--- config.mk ---
export PLATFORM = sky130hd
export DESIGN_NAME = vram_arbiter
export DESIGN_NICKNAME = d
export VERILOG_FILES = /design/src/rtl/vram_arbiter.sv
export SDC_FILE = /design/constraint.sdc
export NUM_CORES = 1
export LEC_CHECK = 0
export ABC_AREA = 1
export CELL_PAD_IN_SITES_DETAIL_PLACEMENT = 1
export CELL_PAD_IN_SITES_GLOBAL_PLACEMENT = 1
export CORE_ASPECT_RATIO = 0.8
export CORE_MARGIN = 8
export CORE_UTILIZATION = 32
export CTS_CLUSTER_SIZE = 28
export DETAILED_ROUTE_END_ITERATION = 8
export GPL_TIMING_DRIVEN = 0
export PLACE_DENSITY_LB_ADDON = 0.1
export SLEW_MARGIN = 0
export SYNTH_ARGS = -nofsm -noshare
export SYNTH_HDL_FRONTEND = slang
export SYNTH_SLANG_ARGS = --single-unit
--- constraint.sdc ---
create_clock -name CLK1_50 -period 2.4 [get_ports CLK1_50]
set_input_delay 0.36 -clock CLK1_50 [delete_from_list [all_inputs] [get_ports CLK1_50]]
set_output_delay 0.36 -clock CLK1_50 [all_outputs]
set_load 0.03 [all_outputs]
--- src/rtl/vram_arbiter.sv ---
// Single-port framebuffer RAM arbiter: video fetch has absolute priority, the CPU
// takes every free slot. Tags travel alongside each access to route the returned data.
module vram_arbiter #(
    parameter int ADDR_W   = 13,
    parameter int DATA_W   = 9,
    parameter int MAX_WAIT = 64
) (
    input  logic              CLK1_50,
    input  logic              RST,
    input  logic              VID_REQ,
    input  logic [ADDR_W-1:0] VID_ADDR,
    output logic [DATA_W-1:0] VID_DATA,
    output logic              VID_VALID,
    input  logic              CPU_REQ,
    input  logic              CPU_WE,
    input  logic [ADDR_W-1:0] CPU_ADDR,
    input  logic [DATA_W-1:0] CPU_WDATA,
    output logic [DATA_W-1:0] CPU_RDATA,
    output logic              CPU_ACK,
    output logic              CPU_STARVE,
    output logic [ADDR_W-1:0] MEM_ADDR,
    output logic              MEM_WE,
    output logic [DATA_W-1:0] MEM_WDATA,
    input  logic [DATA_W-1:0] MEM_RDATA
);

    localparam int CNT_W = $clog2(MAX_WAIT + 1);
    localparam logic [CNT_W-1:0] WAIT_MAX = CNT_W'(MAX_WAIT);

    typedef enum logic [1:0] {T_NONE, T_VID, T_CPU_RD, T_CPU_WR} tag_t;
    typedef enum logic {C_IDLE, C_BUSY} cpu_st_t;

    cpu_st_t          state, state_nxt;
    tag_t             tag_iss, tag_ret;
    logic             cpu_grant;
    logic [CNT_W-1:0] wait_cnt, wait_nxt;

    always_ff @(posedge CLK1_50) begin
        if (RST) state <= C_IDLE;
        else     state <= state_nxt;
    end

    always_comb begin
        state_nxt = state;
        case (state)
            C_IDLE: if (cpu_grant) state_nxt = C_BUSY;
            C_BUSY: if (CPU_ACK)   state_nxt = C_IDLE;
            default:               state_nxt = C_IDLE;
        endcase
    end

    // Staying busy through the ACK cycle keeps a still-held request from being re-issued.
    always_comb begin
        cpu_grant = (state == C_IDLE) && CPU_REQ && !VID_REQ;
    end

    always_comb begin
        wait_nxt = wait_cnt;
        if (!CPU_REQ || cpu_grant)
            wait_nxt = '0;
        else if (state == C_IDLE && wait_cnt != WAIT_MAX)
            wait_nxt = wait_cnt + 1'b1;
    end

    always_ff @(posedge CLK1_50) begin
        if (RST) begin
            wait_cnt   <= '0;
            CPU_STARVE <= 1'b0;
        end else begin
            wait_cnt <= wait_nxt;
            if (wait_nxt == WAIT_MAX) CPU_STARVE <= 1'b1;
        end
    end

    always_ff @(posedge CLK1_50) begin
        if (RST) begin
            MEM_ADDR  <= '0;
            MEM_WE    <= 1'b0;
            MEM_WDATA <= '0;
            tag_iss   <= T_NONE;
        end else begin
            MEM_WE  <= 1'b0;
            tag_iss <= T_NONE;
            if (VID_REQ) begin
                MEM_ADDR <= VID_ADDR;
                tag_iss  <= T_VID;
            end else if (cpu_grant) begin
                MEM_ADDR  <= CPU_ADDR;
                MEM_WE    <= CPU_WE;
                MEM_WDATA <= CPU_WDATA;
                tag_iss   <= CPU_WE ? T_CPU_WR : T_CPU_RD;
            end
        end
    end

    // Reads return two edges after issue; writes complete one edge after issue.
    always_ff @(posedge CLK1_50) begin
        if (RST) begin
            tag_ret   <= T_NONE;
            VID_VALID <= 1'b0;
            VID_DATA  <= '0;
            CPU_ACK   <= 1'b0;
            CPU_RDATA <= '0;
        end else begin
            tag_ret   <= tag_iss;
            VID_VALID <= (tag_ret == T_VID);
            CPU_ACK   <= (tag_ret == T_CPU_RD) || (tag_iss == T_CPU_WR);
            if (tag_ret == T_VID)    VID_DATA  <= MEM_RDATA;
            if (tag_ret == T_CPU_RD) CPU_RDATA <= MEM_RDATA;
        end
    end

endmodule
Word level (Yosys, flattened, before mapping). Index checks and enable logic that the tools add are counted.

Add/subtract/negate cells: 1. Equality and inequality tests: 5. Mux-type cells: 10. Bitwise gates (word level): 3. Reductions and logical operators: 10.

Operators by type and width (number): 13-bit two-way mux (2); 7-bit two-way mux (2); 7-bit by 1-bit adder with 7-bit output, second input constant (1); 7-bit == test, second input constant (1); 7-bit != test, second input constant (1); 1-bit two-way mux (5); 2-bit == test, second input constant (2); 1-bit logical AND (3); 1-bit inverter (3); 3-bit OR reduction (1); 2-bit by 1-bit == test with 1-bit output, second input constant (1); 1-bit logical NOT (2); 1-bit logical OR (2); 1-bit one-hot mux with 2 select lines (1); 2-bit AND reduction (1); 2-bit nonzero test (1).

Flip-flop bits (word level): 56. Input bits: 49. Output and inout bits: 44. Logic and storage cells: 42.

Depth between registers and ports, before layout.
Word-level depth: 6. Mapped depth: 13. Depth with buffers taken out: 13.

Least setup slack after synthesis. OpenSTA, ideal clock, no wires.

Path kind: register to register. Start point: register wait_cnt[0]. End point: register CPU_STARVE. Data arrival time: 1304 ps. Required time: 2270 ps. Setup slack: 966 ps. Cell stages (with the launch flop): 13. Path buffers: 0. Clock period less this slack: 1434 ps. Cell sequence: dfxtp_1 > inv_1 > ha_1 > inv_1 > nor2_2 > nand3_4 > nand2_4 > inv_2 > nand2_1 > a21oi_1 > nor2_1 > nand2_1 > a21oi_2.

Longest elaborated chain between the ends: 5. Elaborated cells between the ends (all ways): 6.

RTL lines: start, declared (RTL line 36) `logic [CNT_W-1:0] wait_cnt, wait_nxt;`; start signal, assigned (RTL line 70) `wait_cnt <= wait_nxt;`; parallel branches: the longest is 2 deep, another holds 7-bit by 1-bit adder with 7-bit output; 7-bit two-way mux (*) (RTL line 61) `else if (state == C_IDLE && wait_cnt != WAIT_MAX)`; 7-bit two-way mux (*) (RTL line 59) `if (!CPU_REQ || cpu_grant)`; 7-bit == test (*) (RTL line 71) `if (wait_nxt == WAIT_MAX) CPU_STARVE <= 1'b1;`; end signal, assigned (RTL line 68) `CPU_STARVE <= 1'b0;`; end signal, assigned (RTL line 71); end, declared (RTL line 20) `output logic CPU_STARVE,`.

Mark *: on every way between the ends. A chain may end at the register's enable or synchronous reset.

Final worst setup path.
Start point: register CPU_ACK. End point: output port CPU_ACK.

RTL lines: start, declared (RTL line 19) `output logic CPU_ACK,`; start signal, assigned (RTL line 107) `CPU_ACK <= (tag_ret == T_CPU_RD) || (tag_iss == T_CPU_WR);`.

No word-level cell between the ends.

==> impl_metrics.csv <==
group,metric,value,unit
detailed_routing,antenna_left,0,
layout,final_common_cell,"clkdlybuf4s50_1",
worst_setup_path,cp_cell_sequence,"clkdlybuf4s50_1",
die,boundaryPins,93,
detailed_routing,wl_met1,3.36,mm
logic_synthesis,synthesis.instances,308,
placement,dp_hpwl,5.65,mm
timing,setup_viol,0,
die,die_x,111,um
grt,overflow,0,
clock_tree,cts_sinks,56,
detailed_routing,drcViolationCount,0,
timing,grt_setup_unrepaired,"no",
worst_setup_path,critical-path-top-delay-family,"buffers and inverters",
detailed_routing,wl_met3,655,um
grt,grt_pass1_wl,11.8,mm
layout,num_antenna_cells,0,
worst_hold_path,min_path_type,"flip-flop to flip-flop",
layout,layout.cells.non_filler,494,
clock_tree,postCtsResizedCells,0,
timing,fin_crit_sh,72.3,%
worst_setup_path,end_kind,"primary output",
timing,slew_viol_final,0,
timing,maxSlewHeadroom,57.4,%
logic_synthesis,syn_nets,359,
detailed_routing,dr.pass1.iters,4,
worst_setup_path,cp_slowest_cell,"clkdlybuf4s50_1",
timing,worstMarginPinSlew,636,ps
clock_tree,path_clk_slew,110,ps
detailed_routing,routed.top_layer,"met4",
outcome,status,"finished, final reports clean",
detailed_routing,via_per_inst,4.65,
layout,final_cell_mix,"91 x clkdlybuf4s50_1, 68 x nor2_1, 56 x dfxtp_1, 56 x nand2_1, 41 x o21ai_0",
grt,antenna_found_initial,0,
power,ir_drop,331,uV
clock_tree,postCtsSetupBuffers,0,
placement,dpl_cell_area,3310,um^2
layout,final_area,3430,um^2
detailed_routing,wl_met2,3.17,mm
detailed_routing,wl_per_cell,14.7,um
clock_tree,cts_root_buffer,"clkbuf_8",
clock_tree,insertion_delay,320,ps
detailed_routing,finalWirelength,7.26,mm
die,core_area,6930,um^2
layout,syn2layout_area_growth,49.6,%
grt,grt_pass1_vias,2396,
power,total_power,2.09,mW
logic_synthesis,synth_warnings,0,
clock_tree,numCtsBuffers,5,
logic_synthesis,syn_area,2290,um^2
placement,placedCellCount,486,
detailed_routing,drtIter0Drc,78,
layout,drive_above_1_share,6.63,%
logic_synthesis,syn_area_per_cell,7.44,um^2
grt,grt_use_total,14.0,%
die,rows,27,
power,p_per_area,610,nW/um^2
die,die-area,10100,um^2
clock_tree,cts_hold_buf,0,
worst_setup_path,arrival,1380,ps
clock_tree,tritoncts,"built",
timing,clock.fmax,576,MHz
clock_tree,clockBufferDepth,2,
die,start_util,33.1,%
placement,place.gp.congestion,0.756,
timing,period_minus_slack,1740,ps
timing,timing_hold_violations_final,0,
logic_synthesis,ys_ff_latch,56,
clock_tree,cts_max_level,2,
worst_setup_path,required,2040,ps
layout,fin_nets,457,
worst_setup_path,cp_num_buf_inv,1,
placement,portBuffers,91,
detailed_routing,via_count,2298,
worst_setup_path,critPathMaxStageDelay,680,ps
worst_setup_path,crit_type,"flip-flop to primary output",
timing,setup-tns-final,0,ps
worst_setup_path,cp-start-kind,"flip-flop",
run,drv_cap,0,
timing,finClkSkew,10.1,ps
logic_synthesis,synth_cell_types,27,
worst_setup_path,cp_max_fo,2,
grt,grt_max_degree,19,
die,die_y,91.7,um
power,leakage,1.41,nW
logic_synthesis,ys_seq_area_share,48.9,%
## sequential cells by signal (all words and copies together), names as in the netlist
| name | flops |
|---|---|
| VID_DATA | 9 |
| MEM_WDATA | 9 |
| CPU_RDATA | 9 |
| state | 1 |
| wait_cnt | 7 |
| CPU_ACK | 1 |
| tag_iss | 2 |
| CPU_STARVE | 1 |
| MEM_WE | 1 |
| VID_VALID | 1 |
| MEM_ADDR | 13 |
| tag_ret | 2 |
## cell families (layout without fill, tap and decap cells)
family | after synthesis | after routing | share of synthesized area, %
AOI/OAI and AO/OA | 59 | 59 | 13.9
DFF | 56 | 56 | 48.9
and+or+nand+nor | 150 | 150 | 28.4
buffers and inverters | 40 | 139 | 7.26
adders and majority gates | 2 | 2 | 1.09
xor gates and xnor gates | 1 | 1 | 0.382
## synthesized netlist by cell type, drive strengths merged
library cell  instances  area (um^2)
inv                  25         96.4
xor2                  1         8.76
o21ai                41          205
clkinv                2         7.51
a31oi                13         81.3
o31ai                 1         7.51
o22ai                 1         6.26
nand4                 3         18.8
clkbuf                9         33.8
nand3b                1         7.51
dfxtp                56         1120
a21oi                 3         18.8
buf                   4         28.8
nand3                13         77.6
nor2                 74          313
ha                    2         25.0
nand2                59          234
## metrics by stage
stage,util [%],hold slack [ps],setup slack [ps]
detailed placement,47.8,415,473
floorplan,-,403,966
global route,49.5,449,503
CTS,49.5,433,638
global placement,47.8,413,480
finish,49.5,432,664
## layout make-up
type | instances | area (um^2)
sequential | 56 | 1120
fill | 878 | 3500
clock inverter | 3 | 47.5
inverter | 27 | 104
clock buffer | 5 | 68.8
tap | 87 | 109
timing repair buffer | 91 | 911
multi-input combinational | 212 | 1000
buffer | 13 | 62.6
## routing by layer
metal  vias to the layer above  global-route usage (%)
met5                         -                       0
met4                         0                    3.48
met3                         7                    7.36
met2                        62                    21.9
met1                      1050                    16.7
li1                       1179                       -
## final timing paths
path	end	startpoint	slack, ps	cells past startpoint
max	CPU_ACK	CPU_ACK	660	1
min	tag_ret[0]	tag_iss[0]	430	2
max reg2reg	VID_DATA[6]	tag_ret[0]	700	5
min reg2reg	tag_ret[0]	tag_iss[0]	430	2
## where the power goes
| group | switching, mW | leakage [nW] | internal [mW] | total, mW |
|---|---|---|---|---|
| Sequential | 0.0290 | 0.459 | 0.983 | 1.01 |
| Combinational | 0.243 | 0.893 | 0.196 | 0.439 |
| Clock | 0.326 | 0.0583 | 0.315 | 0.641 |
No activity file was read; power rests on OpenSTA's default activity.
